## config.mk

```make
export PLATFORM = sky130hd
export DESIGN_NAME = dma_tcq_arbiter_flat
export DESIGN_NICKNAME = d
export VERILOG_FILES = /design/src/rtl/dma_tcq_arbiter_if.sv /design/src/rtl/dma_tcq_arbiter.sv /design/src/flat_wrapper.sv
export SDC_FILE = /design/constraint.sdc
export NUM_CORES = 1
export LEC_CHECK = 0
export ABC_AREA = 0
export CAP_MARGIN = 25
export CORE_ASPECT_RATIO = 1.4
export CORE_MARGIN = 5
export CORE_UTILIZATION = 42
export CTS_BUF_LIST = sky130_fd_sc_hd__clkbuf_4 sky130_fd_sc_hd__clkbuf_8
export DETAILED_ROUTE_END_ITERATION = 12
export GPL_ROUTABILITY_DRIVEN = 1
export MAX_ROUTING_LAYER = met4
export PLACE_DENSITY = 0.92
export SYNTH_ARGS = -nofsm -noshare
export SYNTH_HDL_FRONTEND = slang
export SYNTH_SLANG_ARGS = --single-unit
```

## constraint.sdc

```tcl
create_clock -name clk -period 7.1 [get_ports clk]
set_clock_uncertainty 0.2 [all_clocks]
set_input_delay 1.065 -clock clk [delete_from_list [all_inputs] [get_ports clk]]
set_output_delay 1.065 -clock clk [all_outputs]
set_load 0.05 [all_outputs]
```

## src/rtl/dma_tcq_arbiter_if.sv

```systemverilog
// Request/completion bundle between the TX DMA channels, the tcq arbiter and the PCIe mover.
// slave is the arbiter's view; master is the view of the channels and mover around it.
interface dma_tcq_arbiter_if #(
  parameter int unsigned CHANNELS         = 2,
  parameter int unsigned RAM_ADDR_WIDTH   = 17,
  parameter int unsigned BUS_ADDR_WIDTH   = 32,
  parameter int unsigned DATA_BITS        = 3,
  parameter int unsigned REQUEST_LEN_BITS = 12,
  parameter int unsigned PCIE_TAG_BITS    = 5
);
  localparam int unsigned CH_BITS     = $clog2(CHANNELS);
  localparam int unsigned CH_TAG_BITS = PCIE_TAG_BITS - CH_BITS;
  localparam int unsigned LADDR_W     = RAM_ADDR_WIDTH - DATA_BITS;
  localparam int unsigned RADDR_W     = BUS_ADDR_WIDTH - DATA_BITS;
  localparam int unsigned LEN_W       = REQUEST_LEN_BITS - DATA_BITS;

  // Channel side: one slice per channel, channel i in slice i
  logic [CHANNELS-1:0]             s_tcq_valid;
  logic [CHANNELS-1:0]             s_tcq_ready;
  logic [CHANNELS*LADDR_W-1:0]     s_tcq_laddr;
  logic [CHANNELS*RADDR_W-1:0]     s_tcq_raddr;
  logic [CHANNELS*LEN_W-1:0]       s_tcq_length;
  logic [CHANNELS*CH_TAG_BITS-1:0] s_tcq_tag;
  logic [CHANNELS-1:0]             s_tcq_cvalid;
  logic [CHANNELS-1:0]             s_tcq_cready;
  logic [CH_TAG_BITS-1:0]          s_tcq_ctag;

  // Mover side
  logic                     m_tcq_valid;
  logic                     m_tcq_ready;
  logic [LADDR_W-1:0]       m_tcq_laddr;
  logic [RADDR_W-1:0]       m_tcq_raddr;
  logic [LEN_W-1:0]         m_tcq_length;
  logic [PCIE_TAG_BITS-1:0] m_tcq_tag;
  logic                     m_tcq_cvalid;
  logic                     m_tcq_cready;
  logic [PCIE_TAG_BITS-1:0] m_tcq_ctag;

  modport slave (
    input  s_tcq_valid, s_tcq_laddr, s_tcq_raddr, s_tcq_length, s_tcq_tag, s_tcq_cready,
    input  m_tcq_ready, m_tcq_cvalid, m_tcq_ctag,
    output s_tcq_ready, s_tcq_cvalid, s_tcq_ctag,
    output m_tcq_valid, m_tcq_laddr, m_tcq_raddr, m_tcq_length, m_tcq_tag, m_tcq_cready
  );

  modport master (
    output s_tcq_valid, s_tcq_laddr, s_tcq_raddr, s_tcq_length, s_tcq_tag, s_tcq_cready,
    output m_tcq_ready, m_tcq_cvalid, m_tcq_ctag,
    input  s_tcq_ready, s_tcq_cvalid, s_tcq_ctag,
    input  m_tcq_valid, m_tcq_laddr, m_tcq_raddr, m_tcq_length, m_tcq_tag, m_tcq_cready
  );
endinterface

```

## src/rtl/dma_tcq_arbiter.sv

```systemverilog
// Round-robin share of one PCIe mover tcq among CHANNELS TX DMA engines, with tag-based
// completion return and a per-channel in-flight limit.
module dma_tcq_arbiter #(
  parameter int unsigned CHANNELS         = 2,
  parameter int unsigned RAM_ADDR_WIDTH   = 17,
  parameter int unsigned BUS_ADDR_WIDTH   = 32,
  parameter int unsigned DATA_BITS        = 3,
  parameter int unsigned REQUEST_LEN_BITS = 12,
  parameter int unsigned PCIE_TAG_BITS    = 5,
  parameter int unsigned CH_BITS          = $clog2(CHANNELS),
  parameter int unsigned CH_TAG_BITS      = PCIE_TAG_BITS - CH_BITS,
  parameter int unsigned MAX_OUTSTANDING  = 2 ** CH_TAG_BITS
) (
  input  logic                                 clk,
  input  logic                                 rst,
  dma_tcq_arbiter_if.slave                     bus,
  output logic [CHANNELS*(CH_TAG_BITS+1)-1:0]  stat_outstanding,
  output logic [CHANNELS-1:0]                  stat_cpl_underflow
);
  localparam int unsigned LADDR_W = RAM_ADDR_WIDTH - DATA_BITS;
  localparam int unsigned RADDR_W = BUS_ADDR_WIDTH - DATA_BITS;
  localparam int unsigned LEN_W   = REQUEST_LEN_BITS - DATA_BITS;
  localparam int unsigned CNT_W   = CH_TAG_BITS + 1;

  logic [CH_BITS-1:0]       rr_ptr;
  logic [CNT_W-1:0]         outstanding [CHANNELS];
  logic [CHANNELS-1:0]      cpl_underflow;

  logic                     m_valid_q;
  logic [LADDR_W-1:0]       m_laddr_q;
  logic [RADDR_W-1:0]       m_raddr_q;
  logic [LEN_W-1:0]         m_length_q;
  logic [PCIE_TAG_BITS-1:0] m_tag_q;

  logic                     load_c;
  logic [CHANNELS-1:0]      eligible_c;
  logic                     grant_found_c;
  logic [CH_BITS-1:0]       grant_idx_c;
  logic [CHANNELS-1:0]      grant_c;
  logic                     accept_c;

  logic [LADDR_W-1:0]       sel_laddr_c;
  logic [RADDR_W-1:0]       sel_raddr_c;
  logic [LEN_W-1:0]         sel_length_c;
  logic [CH_TAG_BITS-1:0]   sel_tag_c;

  logic [CH_BITS-1:0]       cpl_ch_c;
  logic [CHANNELS-1:0]      cpl_valid_c;
  logic                     cpl_hs_c;
  logic [CHANNELS-1:0]      inc_c;
  logic [CHANNELS-1:0]      dec_c;

  // The output slot can take a new request when empty or being drained this cycle
  assign load_c = !m_valid_q || bus.m_tcq_ready;

  always_comb begin
    eligible_c = '0;
    for (int i = 0; i < int'(CHANNELS); i++) begin
      eligible_c[i] = bus.s_tcq_valid[i] && (outstanding[i] < CNT_W'(MAX_OUTSTANDING));
    end
  end

  // Walk from the highest offset down so the channel nearest rr_ptr wins
  always_comb begin
    logic [CH_BITS-1:0] idx;
    idx           = '0;
    grant_found_c = 1'b0;
    grant_idx_c   = '0;
    for (int k = int'(CHANNELS) - 1; k >= 0; k--) begin
      idx = rr_ptr + CH_BITS'(k);
      if (eligible_c[idx]) begin
        grant_found_c = 1'b1;
        grant_idx_c   = idx;
      end
    end
  end

  always_comb begin
    grant_c = '0;
    for (int i = 0; i < int'(CHANNELS); i++) begin
      grant_c[i] = !rst && load_c && grant_found_c && (grant_idx_c == CH_BITS'(i));
    end
  end

  assign accept_c        = |grant_c;
  assign bus.s_tcq_ready = grant_c;

  // Payload of the granted channel
  always_comb begin
    sel_laddr_c  = '0;
    sel_raddr_c  = '0;
    sel_length_c = '0;
    sel_tag_c    = '0;
    for (int i = 0; i < int'(CHANNELS); i++) begin
      if (grant_idx_c == CH_BITS'(i)) begin
        sel_laddr_c  = bus.s_tcq_laddr[i*LADDR_W +: LADDR_W];
        sel_raddr_c  = bus.s_tcq_raddr[i*RADDR_W +: RADDR_W];
        sel_length_c = bus.s_tcq_length[i*LEN_W +: LEN_W];
        sel_tag_c    = bus.s_tcq_tag[i*CH_TAG_BITS +: CH_TAG_BITS];
      end
    end
  end

  // Completions return with zero latency: the tag's top bits name the owning channel
  assign cpl_ch_c = bus.m_tcq_ctag[PCIE_TAG_BITS-1 -: CH_BITS];

  always_comb begin
    cpl_valid_c           = '0;
    cpl_valid_c[cpl_ch_c] = bus.m_tcq_cvalid;
  end

  assign bus.s_tcq_cvalid = cpl_valid_c;
  assign bus.s_tcq_ctag   = bus.m_tcq_ctag[CH_TAG_BITS-1:0];
  assign bus.m_tcq_cready = bus.s_tcq_cready[cpl_ch_c];
  assign cpl_hs_c         = bus.m_tcq_cvalid && bus.s_tcq_cready[cpl_ch_c];

  always_comb begin
    inc_c = '0;
    dec_c = '0;
    for (int i = 0; i < int'(CHANNELS); i++) begin
      inc_c[i] = grant_c[i];
      dec_c[i] = cpl_hs_c && (cpl_ch_c == CH_BITS'(i));
    end
  end

  // Output slot and round-robin pointer
  always_ff @(posedge clk) begin
    if (rst) begin
      m_valid_q  <= 1'b0;
      m_laddr_q  <= '0;
      m_raddr_q  <= '0;
      m_length_q <= '0;
      m_tag_q    <= '0;
      rr_ptr     <= '0;
    end else if (accept_c) begin
      m_valid_q  <= 1'b1;
      m_laddr_q  <= sel_laddr_c;
      m_raddr_q  <= sel_raddr_c;
      m_length_q <= sel_length_c;
      m_tag_q    <= {grant_idx_c, sel_tag_c};
      rr_ptr     <= grant_idx_c + CH_BITS'(1);
    end else if (bus.m_tcq_ready) begin
      m_valid_q  <= 1'b0;
    end
  end

  // In-flight counters; a simultaneous issue and completion cancel out
  always_ff @(posedge clk) begin
    if (rst) begin
      cpl_underflow <= '0;
      for (int i = 0; i < int'(CHANNELS); i++) begin
        outstanding[i] <= '0;
      end
    end else begin
      for (int i = 0; i < int'(CHANNELS); i++) begin
        if (inc_c[i] && !dec_c[i]) begin
          outstanding[i] <= outstanding[i] + CNT_W'(1);
        end else if (dec_c[i] && !inc_c[i]) begin
          if (outstanding[i] == '0) begin
            cpl_underflow[i] <= 1'b1;
          end else begin
            outstanding[i] <= outstanding[i] - CNT_W'(1);
          end
        end
      end
    end
  end

  assign bus.m_tcq_valid  = m_valid_q;
  assign bus.m_tcq_laddr  = m_laddr_q;
  assign bus.m_tcq_raddr  = m_raddr_q;
  assign bus.m_tcq_length = m_length_q;
  assign bus.m_tcq_tag    = m_tag_q;

  for (genvar g = 0; g < int'(CHANNELS); g++) begin : g_stat
    assign stat_outstanding[g*CNT_W +: CNT_W] = outstanding[g];
  end

  assign stat_cpl_underflow = cpl_underflow;

endmodule

```

## src/flat_wrapper.sv

```systemverilog
// flat-port wrapper written by rule: the top's interface ports become plain ports
module dma_tcq_arbiter_flat 
#(
  parameter int unsigned CHANNELS         = 2,
  parameter int unsigned RAM_ADDR_WIDTH   = 17,
  parameter int unsigned BUS_ADDR_WIDTH   = 32,
  parameter int unsigned DATA_BITS        = 3,
  parameter int unsigned REQUEST_LEN_BITS = 12,
  parameter int unsigned PCIE_TAG_BITS    = 5,
  parameter int unsigned CH_BITS          = $clog2(CHANNELS),
  parameter int unsigned CH_TAG_BITS      = PCIE_TAG_BITS - CH_BITS,
  parameter int unsigned MAX_OUTSTANDING  = 2 ** CH_TAG_BITS
)
  (clk, rst, stat_outstanding, stat_cpl_underflow, bus_s_tcq_valid, bus_s_tcq_laddr, bus_s_tcq_raddr, bus_s_tcq_length, bus_s_tcq_tag, bus_s_tcq_cready, bus_m_tcq_ready, bus_m_tcq_cvalid, bus_m_tcq_ctag, bus_s_tcq_ready, bus_s_tcq_cvalid, bus_s_tcq_ctag, bus_m_tcq_valid, bus_m_tcq_laddr, bus_m_tcq_raddr, bus_m_tcq_length, bus_m_tcq_tag, bus_m_tcq_cready);
  dma_tcq_arbiter_if #(.CHANNELS(CHANNELS), .RAM_ADDR_WIDTH(RAM_ADDR_WIDTH), .BUS_ADDR_WIDTH(BUS_ADDR_WIDTH), .DATA_BITS(DATA_BITS), .REQUEST_LEN_BITS(REQUEST_LEN_BITS), .PCIE_TAG_BITS(PCIE_TAG_BITS)) bus_i ();
  input  logic clk;
  input  logic rst;
  output logic [CHANNELS*(CH_TAG_BITS+1)-1:0] stat_outstanding;
  output logic [CHANNELS-1:0] stat_cpl_underflow;
  input wire logic [$bits(bus_i.s_tcq_valid)-1:0] bus_s_tcq_valid;
  input wire logic [$bits(bus_i.s_tcq_laddr)-1:0] bus_s_tcq_laddr;
  input wire logic [$bits(bus_i.s_tcq_raddr)-1:0] bus_s_tcq_raddr;
  input wire logic [$bits(bus_i.s_tcq_length)-1:0] bus_s_tcq_length;
  input wire logic [$bits(bus_i.s_tcq_tag)-1:0] bus_s_tcq_tag;
  input wire logic [$bits(bus_i.s_tcq_cready)-1:0] bus_s_tcq_cready;
  input wire logic [$bits(bus_i.m_tcq_ready)-1:0] bus_m_tcq_ready;
  input wire logic [$bits(bus_i.m_tcq_cvalid)-1:0] bus_m_tcq_cvalid;
  input wire logic [$bits(bus_i.m_tcq_ctag)-1:0] bus_m_tcq_ctag;
  output wire logic [$bits(bus_i.s_tcq_ready)-1:0] bus_s_tcq_ready;
  output wire logic [$bits(bus_i.s_tcq_cvalid)-1:0] bus_s_tcq_cvalid;
  output wire logic [$bits(bus_i.s_tcq_ctag)-1:0] bus_s_tcq_ctag;
  output wire logic [$bits(bus_i.m_tcq_valid)-1:0] bus_m_tcq_valid;
  output wire logic [$bits(bus_i.m_tcq_laddr)-1:0] bus_m_tcq_laddr;
  output wire logic [$bits(bus_i.m_tcq_raddr)-1:0] bus_m_tcq_raddr;
  output wire logic [$bits(bus_i.m_tcq_length)-1:0] bus_m_tcq_length;
  output wire logic [$bits(bus_i.m_tcq_tag)-1:0] bus_m_tcq_tag;
  output wire logic [$bits(bus_i.m_tcq_cready)-1:0] bus_m_tcq_cready;
  assign bus_i.s_tcq_valid = bus_s_tcq_valid;
  assign bus_i.s_tcq_laddr = bus_s_tcq_laddr;
  assign bus_i.s_tcq_raddr = bus_s_tcq_raddr;
  assign bus_i.s_tcq_length = bus_s_tcq_length;
  assign bus_i.s_tcq_tag = bus_s_tcq_tag;
  assign bus_i.s_tcq_cready = bus_s_tcq_cready;
  assign bus_i.m_tcq_ready = bus_m_tcq_ready;
  assign bus_i.m_tcq_cvalid = bus_m_tcq_cvalid;
  assign bus_i.m_tcq_ctag = bus_m_tcq_ctag;
  assign bus_s_tcq_ready = bus_i.s_tcq_ready;
  assign bus_s_tcq_cvalid = bus_i.s_tcq_cvalid;
  assign bus_s_tcq_ctag = bus_i.s_tcq_ctag;
  assign bus_m_tcq_valid = bus_i.m_tcq_valid;
  assign bus_m_tcq_laddr = bus_i.m_tcq_laddr;
  assign bus_m_tcq_raddr = bus_i.m_tcq_raddr;
  assign bus_m_tcq_length = bus_i.m_tcq_length;
  assign bus_m_tcq_tag = bus_i.m_tcq_tag;
  assign bus_m_tcq_cready = bus_i.m_tcq_cready;
  dma_tcq_arbiter #(.CHANNELS(CHANNELS), .RAM_ADDR_WIDTH(RAM_ADDR_WIDTH), .BUS_ADDR_WIDTH(BUS_ADDR_WIDTH), .DATA_BITS(DATA_BITS), .REQUEST_LEN_BITS(REQUEST_LEN_BITS), .PCIE_TAG_BITS(PCIE_TAG_BITS), .CH_BITS(CH_BITS), .CH_TAG_BITS(CH_TAG_BITS), .MAX_OUTSTANDING(MAX_OUTSTANDING)) u_core (.clk(clk), .rst(rst), .bus(bus_i), .stat_outstanding(stat_outstanding), .stat_cpl_underflow(stat_cpl_underflow));
endmodule
```

Yosys cells after proc, flatten, opt, wreduce, memory -nomap -nowiden
Memories as Yosys holds them, arrays and structs flattened.
Cells that the tools add are included.
Widths: inputs -> output; s select.
{"block": "totals", "reg_bits": 61, "n_memories": 1, "ram_bits": 10, "in_bits": 125, "word_cells": 97}
{"block": "op_classes", "muxes": 40, "bitwise": 9, "n_lt_le_gt_ge": 6, "addsub": 6, "n_reduce_logical": 27}
{"name": "u_core.outstanding", "depth": 2, "word_bits": 5, "read_ports": 2, "rd_clocked_by_memory_dff": 0, "write_ports": 2, "line_no": "dma_tcq_arbiter.sv:26", "source": "logic [CNT_W-1:0] outstanding [CHANNELS];"}
{"cell": "$mux 1", "count": 31}
{"cell": "$mux 29", "count": 1}
{"cell": "$mux 5", "count": 4}
{"cell": "$logic_and 1x1->1", "count": 14}
{"cell": "$mux 14", "count": 1}
{"cell": "$add 5x1->5 const B", "count": 2}
{"cell": "$logic_not 5->1", "count": 2}
{"cell": "$lt 5x5->1 const B", "count": 2}
{"cell": "$sub 5x1->5 const B", "count": 2}
{"cell": "$mux 9", "count": 1}
{"cell": "$logic_not 1->1", "count": 6}
{"cell": "$lt 1x2->1 const B", "count": 3}
{"cell": "$reduce_and 3->1", "count": 2}
{"cell": "$mux 4", "count": 1}
{"cell": "$not 1->1", "count": 4}
{"cell": "$or 1x1->1", "count": 4}
{"cell": "$add 1x1->1 const B", "count": 2}
{"cell": "$and 2x2->2", "count": 1}
{"cell": "$reduce_bool 2->1", "count": 1}
{"cell": "$reduce_or 2->1", "count": 1}
{"cell": "$demux 1 s1", "count": 1}
{"cell": "$ge 1x1->1 const B", "count": 1}
{"cell": "$logic_or 1x1->1", "count": 1}

Longest topological paths before layout
Gate-level depths: netlist (run 1).
{"block": "logic_depth", "ltp_word": 15, "ltp_mapped": 10, "mapped_depth_nobuf": 10}

Worst setup path after synthesis (run 1)
OpenSTA, ideal clock, no wires.
{"block": "synth_timing", "path_type": "input -> register", "start": "input bus_m_tcq_ready", "end": "memory u_core.outstanding[0][4] (netlist name) (data pin)", "path_buffers": 0, "t_arrival_ns": 3.049, "setup_time_ns": 0.146, "path_slack_ns": 3.705, "stages": 10, "t_required_ns": 6.754, "cell_sequence": "nand2b_1 > o2111a_4 > or2_2 > inv_2 > ha_1 > nor2b_1 > o21ai_0 > a21boi_0 > or3_1 > a21oi_1"}
{"item": "start: declaration", "line_no": "flat_wrapper.sv:26", "source": "input wire logic [$bits(bus_i.m_tcq_ready)-1:0] bus_m_tcq_ready;"}
{"item": "end: declaration", "line_no": "dma_tcq_arbiter.sv:26"}

Worst setup path in the final report (run 1)
{"block": "layout_timing", "start": "input bus_s_tcq_valid[1]", "end": "output bus_s_tcq_ready[1]"}
{"block": "layout_via", "elab_chain_len": 7, "word_cells_on_any_way": 11, "cone_classes": "8 x mux; 3 x reduce/logical"}
{"item": "start: declaration", "line_no": "flat_wrapper.sv:20", "source": "input wire logic [$bits(bus_i.s_tcq_valid)-1:0] bus_s_tcq_valid;"}
{"item": "$logic_and 1x1->1 (*)", "line_no": "dma_tcq_arbiter.sv:59", "source": "eligible_c[i] = bus.s_tcq_valid[i] && (outstanding[i] < CNT_W'(MAX_OUTSTANDING));"}
{"item": "$mux 1 (not written as such) (2 in a row)", "line_no": "dma_tcq_arbiter.sv:71", "source": "if (eligible_c[idx]) begin"}
{"item": "$mux 1 (2 in a row)", "line_no": "dma_tcq_arbiter.sv:71"}
{"item": "$logic_and 1x1->1", "line_no": "dma_tcq_arbiter.sv:81", "source": "grant_c[i] = !rst && load_c && grant_found_c && (grant_idx_c == CH_BITS'(i));"}
{"item": "$logic_and 1x1->1 (*)", "line_no": "dma_tcq_arbiter.sv:81"}
{"item": "end: declaration", "line_no": "flat_wrapper.sv:29", "source": "output wire logic [$bits(bus_i.s_tcq_ready)-1:0] bus_s_tcq_ready;"}
Mark *: on every way between the ends. The rest lies on a longest branch, timed or not. The select of a mux whose other input is x is not followed.

==> flow_summary.ini, run 1 <==
[outcome]
status = finished, final reports clean

[clock_network]
cts_max_level = 3
cts_setup_buffers = 0
cts-hold-fix-buffers = 0
root_buffer = clkbuf_8
cts_made_buffers = 9
clkSinkCount = 71
tritoncts = yes
clock_latency_ps = 340
clk_pin_slew_ps = 70
cts_resized = 0
clock_path_buffers = 2

[route]
wl_per_cell_microns = 17.3
routed_wl_microns = 11300
ant_nets = 0
vias = 3622
drc = 0
first_pass_iters = 5
vias_per_cell = 5.54
drtIter0Drc = 151

[worst_setup_path]
cpMaxStageDelayCell = clkdlybuf4s50_1
end_kind = output port
cp_common_cell = clkdlybuf4s50_1
critPathCapture = bus_s_tcq_ready[1]
crit_cells = 4
r2r_cells = 10
crit_start = bus_s_tcq_valid[1]
slowest_delay_ps = 840
arrival_ps = 3160
r2r_setup_slack_ps = 4030
required_ps = 5830
startpoint_type = input port
crit_family = buffers and inverters
crit_chain = clkdlybuf4s50_1 -> nor2b_1 -> o2111a_2 -> clkdlybuf4s50_1
reg2reg_to = u_core.outstanding[0][4]
worstReg2RegStart = u_core.outstanding[1][4]
cp_num_buf_inv = 2
worstPathMaxFanout = 7
crit_type = input port to output port

[global_route]
grt_usage = 0.226
antenna_found_initial = 0
grt_max_degree = 66
overflow = 0
grt_pass1_wl_microns = 17900
grt_pass1_vias = 3685

[logic_synthesis]
synth_top_area_frac = 0.353
syn_nets = 504
synth.cell_area_sq_mm = 0.00346
ys_top_cells_by_area = dfxtp_1 (35%), a2bb2oi_1 (14%), a22oi_1 (13%)
synthMuxAreaShare = 0.00615
synthCells = 373
synthAdderAreaFrac = 0.0239
yosysSeqAreaShare = 0.440
ys_types = 44
synth_top_cell_by_area = dfxtp_1
synth_top_family_by_area = compound AO/OA/AOI/OAI gates
synth_warnings = 0
synth.avg_cell_area_sq_um = 9.26
ys_ff_latch = 71
synth_xor_xnor_area_share = 0.00253
synth_compound_area_frac = 0.329
synthSimpleGateAreaFrac = 0.136

[timing]
hold_viol_final = 0
rsz0062_at_grt = no
period_minus_slack_ps = 4420
setup_slack_ps = 2680
post-route-period-util = 0.623
relSlewSlack = 0.460
setup-tns-final_ps = 0
max_freq_ghz = 0.226
worst_slew_pin_slew_ps = 809
setup_viol = 0
slew_viol_final = 0

[power]
peakVddDrop_uv = 142
power.leakage_nw = 2.11
power_density_mw_per_mm2 = 210
finalPower_mw = 1.18

[floorplan]
start_util = 0.427
die_h_microns = 117
core_area_sq_mm = 0.00810
rows = 39
ios = 204
fp.dieW_microns = 86.7
dieArea_sq_mm = 0.0102

[final_layout]
syn_to_final_growth_pct = 62.4
diodes = 0
drive_gt1_frac = 0.0652
nets = 678

[placed_design]
dp_slack_ps = 2670
place.gp.congestion = 0.835
hpwlAfterDp_microns = 8490
io_buffers = 195

[flow_run]
max_cap_viol_count = 0

[min_path]
hold_path.class = register to register
## cell families (layout without fill, tap and decap cells)
family | count (synthesis) | count (layout)
AO/OA/AOI/OAI | 143 | 143
AND/OR/NAND/NOR | 103 | 103
flip-flops | 71 | 71
buffers and inverters | 47 | 226
adder cells (fa/ha/maj) | 6 | 6
multiplexers | 2 | 2
XOR/XNOR | 1 | 1
## synth_stat cells (all sizes together)
master	count
a211o	1
a211oi	1
a21boi	1
a21o	1
a21oi	8
a22oi	58
a2bb2oi	56
a31oi	2
and2	3
and3	1
buf	20
clkbuf	18
dfxtp	61
edfxtp	10
fa	1
ha	5
inv	9
mux2	1
mux2i	1
nand2	3
nand2b	5
nand3	5
nand3b	1
nor2	69
nor2b	6
nor3	5
nor3b	1
nor4b	1
o2111a	2
o211ai	5
o21a	2
o21ai	4
o221ai	1
o22ai	1
or2	1
or3	2
xor2	1
## layout by cell type, fill, tap and decap left out, types with 2 or more instances in the layout
cell type / count
clkdlybuf4s50_1: 194
nor2_1: 68
dfxtp_1: 61
a22oi_1: 58
a2bb2oi_1: 56
clkbuf_8: 11
edfxtp_1: 10
inv_1: 7
a21oi_1: 6
nor3_1: 5
nor2b_1: 5
nand3_1: 5
o211ai_1: 5
ha_1: 5
buf_4: 5
nand2b_1: 4
and2_1: 3
o21ai_0: 3
inv_2: 2
o21a_1: 2
or3_1: 2
nand2_1: 2
a21oi_4: 2
a31oi_1: 2
clkbuf_4: 2
clkinv_2: 2
## report_power, final
group	total (mW)	internal [mW]	switching (mW)
Combinational	0.417	0.187	0.230
Sequential	0.465	0.440	0.0246
Clock	0.298	0.153	0.145
## routing by layer
layer | GRT usage | part of all wire
met1 | 0.244 | 0.37
met2 | 0.387 | 0.54
met3 | 0.0442 | 0.068
met4 | 0.114 | 0.023
met5 | - | 0
## worst min-delay path by stage
| stage | start | end | slack (ps) | cells after the start |
|---|---|---|---|---|
| 2_1_floorplan | u_core.rr_ptr | u_core.rr_ptr | 330 | 2 |
| 3_3_place_gp | u_core.stat_cpl_underflow[1] | u_core.stat_cpl_underflow[1] | 250 | 2 |
| 3_5_place_dp | u_core.stat_cpl_underflow[1] | u_core.stat_cpl_underflow[1] | 270 | 2 |
| 4_1_cts | u_core.stat_cpl_underflow[1] | u_core.stat_cpl_underflow[1] | 280 | 2 |
| 5_1_grt | u_core.bus.m_tcq_laddr[0] | u_core.bus.m_tcq_laddr[0] | 310 | 2 |
| 6_report | u_core.stat_cpl_underflow[1] | u_core.stat_cpl_underflow[1] | 280 | 2 |
## worst reg2reg max path: stages, from the launching register on
cell	delay, ps
edfxtp_1	510
nand2b_4	220
o2111a_4	300
or2_2	330
inv_2	100
ha_1	250
nor2b_1	150
o21ai_0	220
a21boi_0	140
or3_1	360
a21oi_1	150
## stage by stage
| stage | instances | area, sq um | utilization | hold slack, ps |
|---|---|---|---|---|
| final | 654 | 5610 | 0.693 | 280 |
| after global routing | 654 | 5610 | 0.693 | 308 |
| after CTS | 654 | 5610 | 0.693 | 283 |
| after detailed placement | 638 | 5430 | 0.670 | 265 |
| after global placement | 637 | 5410 | 0.668 | 254 |
| after floorplan | 373 | 3460 | - | 326 |
## final cells by class
| cell class | instances | area (sq um) |
|---|---|---|
| clock inverter | 3 | 16.3 |
| multi-input combinational | 255 | 1740 |
| tap | 102 | 128 |
| inverter | 9 | 33.8 |
| timing repair buffer | 201 | 2000 |
| fill | 640 | 2490 |
| clock buffer | 13 | 166 |
| sequential | 71 | 1520 |
## registers in the layout (all words and copies together) (netlist names)
name / flops
u_core.bus.m_tcq_tag: 5
u_core.bus.m_tcq_length: 9
u_core.bus.m_tcq_valid: 1
u_core.bus.m_tcq_raddr: 29
u_core.outstanding: 10
u_core.rr_ptr: 1
u_core.bus.m_tcq_laddr: 14
u_core.stat_cpl_underflow: 2
Power figures use the tool's default switching activity.
==> run 2, diff against run 1 <==
--- a/config.mk
+++ b/config.mk
@@ -9,12 +9,12 @@
 export CAP_MARGIN = 25
 export CORE_ASPECT_RATIO = 1.4
 export CORE_MARGIN = 5
-export CORE_UTILIZATION = 42
+export CORE_UTILIZATION = 39
 export CTS_BUF_LIST = sky130_fd_sc_hd__clkbuf_4 sky130_fd_sc_hd__clkbuf_8
 export DETAILED_ROUTE_END_ITERATION = 12
 export GPL_ROUTABILITY_DRIVEN = 1
 export MAX_ROUTING_LAYER = met4
-export PLACE_DENSITY = 0.92
+export PLACE_DENSITY = 0.87
 export SYNTH_ARGS = -nofsm -noshare
 export SYNTH_HDL_FRONTEND = slang
 export SYNTH_SLANG_ARGS = --single-unit
==> constraint.sdc (replaced) <==
create_clock -name clk -period 4.3 [get_ports clk]
set_clock_uncertainty 0.2 [all_clocks]
set_input_delay 0.645 -clock clk [delete_from_list [all_inputs] [get_ports clk]]
set_output_delay 0.645 -clock clk [all_outputs]
set_load 0.05 [all_outputs]
==> flow_summary.ini, run 2 (same netlist as run 1, synthesis figures left out) <==
[outcome]
status = finished, final reports clean

[clock_network]
cts_max_level = 3
clkSinkCount = 71
clk_pin_slew_ps = 70
clock_path_buffers = 2
cts_setup_buffers = 0
cts_made_buffers = 9
root_buffer = clkbuf_8
cts-hold-fix-buffers = 0
cts_resized = 0
tritoncts = yes
clock_latency_ps = 340

[worst_setup_path]
arrival_ps = 2710
cp_num_buf_inv = 2
crit_type = input port to output port
worstPathMaxFanout = 7
crit_family = buffers and inverters
cpMaxStageDelayCell = clkdlybuf4s50_1
end_kind = output port
r2r_cells = 10
required_ps = 3450
cp_common_cell = clkdlybuf4s50_1
crit_cells = 4
worstReg2RegStart = u_core.outstanding[1][4]
startpoint_type = input port
reg2reg_to = u_core.outstanding[0][4]
slowest_delay_ps = 830
crit_chain = clkdlybuf4s50_1 -> nor2b_1 -> o2111a_2 -> clkdlybuf4s50_1
r2r_setup_slack_ps = 1160

[timing]
rsz0062_at_grt = no
slew_viol_final = 0
worst_slew_pin_slew_ps = 640
relSlewSlack = 0.573
period_minus_slack_ps = 3550
setup-tns-final_ps = 0
setup_viol = 0
post-route-period-util = 0.826
hold_viol_final = 0
holdWs_ps = 275
max_freq_ghz = 0.282

[final_layout]
drive_gt1_frac = 0.0669
layout_commonest_cell = clkdlybuf4s50_1
largest_reg_flops = 29
syn_to_final_growth_pct = 63.9
diodes = 0
nets = 679
final_cell_mix = clkdlybuf4s50_1 (194), nor2_1 (68), dfxtp_1 (61)

[power]
peakVddDrop_uv = 203
power.leakage_nw = 2.13
power_density_mw_per_mm2 = 361
finalPower_mw = 2.04

[route]
drtIter0Drc = 172
wl_per_cell_microns = 17.1
vias_per_cell = 5.45
routed_wl_microns = 11300
ant_nets = 0
first_pass_iters = 4
vias = 3583
drc = 0

[placed_design]
io_buffers = 195
place.gp.congestion = 0.788
hpwlAfterDp_microns = 8620

[floorplan]
rows = 40
core_area_sq_mm = 0.00861
fp.dieW_microns = 89.6
start_util = 0.401
dieArea_sq_mm = 0.0109
die_h_microns = 121
ios = 204

[global_route]
overflow = 0
antenna_found_initial = 0
grt_max_degree = 38
grt_pass1_vias = 3580
grt_pass1_wl_microns = 17200
grt_usage = 0.208

[min_path]
worstHoldStart = u_core.stat_cpl_underflow[1]
hold_path.class = register to register
holdPathStages = 2
holdPathEnd = u_core.stat_cpl_underflow[1]

[flow_run]
max_cap_viol_count = 0
-- run 2: cell types whose count changed in the layout (fill, tap and decap cells not counted), sizes merged --
cell    before  now
clkbuf      13   10
bufinv       0    2
clkinv       2    4
buf          7    8
inv         10    9
-- run 2: worst max path at each step --
| stage | start | endpoint |
|---|---|---|
| floorplan | u_core.outstanding[1][4] | u_core.outstanding[0][4] |
| global placement | bus_m_tcq_ctag[4] | u_core.outstanding[0][4] |
| detailed placement | bus_m_tcq_ctag[4] | u_core.outstanding[0][4] |
| CTS | bus_s_tcq_valid[1] | bus_s_tcq_ready[1] |
| global route | bus_m_tcq_ctag[4] | u_core.outstanding[0][4] |
| finish | bus_s_tcq_valid[1] | bus_s_tcq_ready[1] |
-- run 2: where the power goes --
part / total (mW) / switching [mW] / leakage [nW] / internal [mW]
Combinational: 0.689 / 0.379 / 1.41 / 0.310
Clock: 0.589 / 0.249 / 0.116 / 0.340
Sequential: 0.766 / 0.0396 / 0.603 / 0.727
-- run 2: worst register-to-register path, stage by stage (launching register included) --
cell and delay [ps]:
edfxtp_1 490, nand2b_4 220, o2111a_4 300, or2_2 340
inv_2 110, ha_1 260, nor2b_1 150, o21ai_0 220
a21boi_0 180, or3_1 390, a21oi_1 160
-- run 2: per-layer routing --
layer | track usage | up-vias | wire (microns)
li1 | - | 1736 | -
met3 | 0.0394 | 21 | 776
met5 | - | - | 0
met2 | 0.361 | 147 | 6100
met4 | 0.0847 | 0 | 241
met1 | 0.229 | 1679 | 4150
-- run 2: layout make-up --
class / count / area, sq um
clock buffers: 10 / 138
clock inverters: 6 / 83.8
flip-flops and latches: 71 / 1520
well taps: 105 / 131
repair buffers: 202 / 2010
fillers: 715 / 2950
multi-input cells: 255 / 1740
inverters: 9 / 33.8
-- run 2: metrics by stage --
step	cell area (sq um)	utilization	std cells	worst slack, ps
after CTS	5660	0.658	658	755
final	5660	0.658	658	750
after global routing	5660	0.658	658	675
after global placement	5420	0.630	641	737
after floorplan	3460	-	373	1200
after detailed placement	5440	0.632	642	517
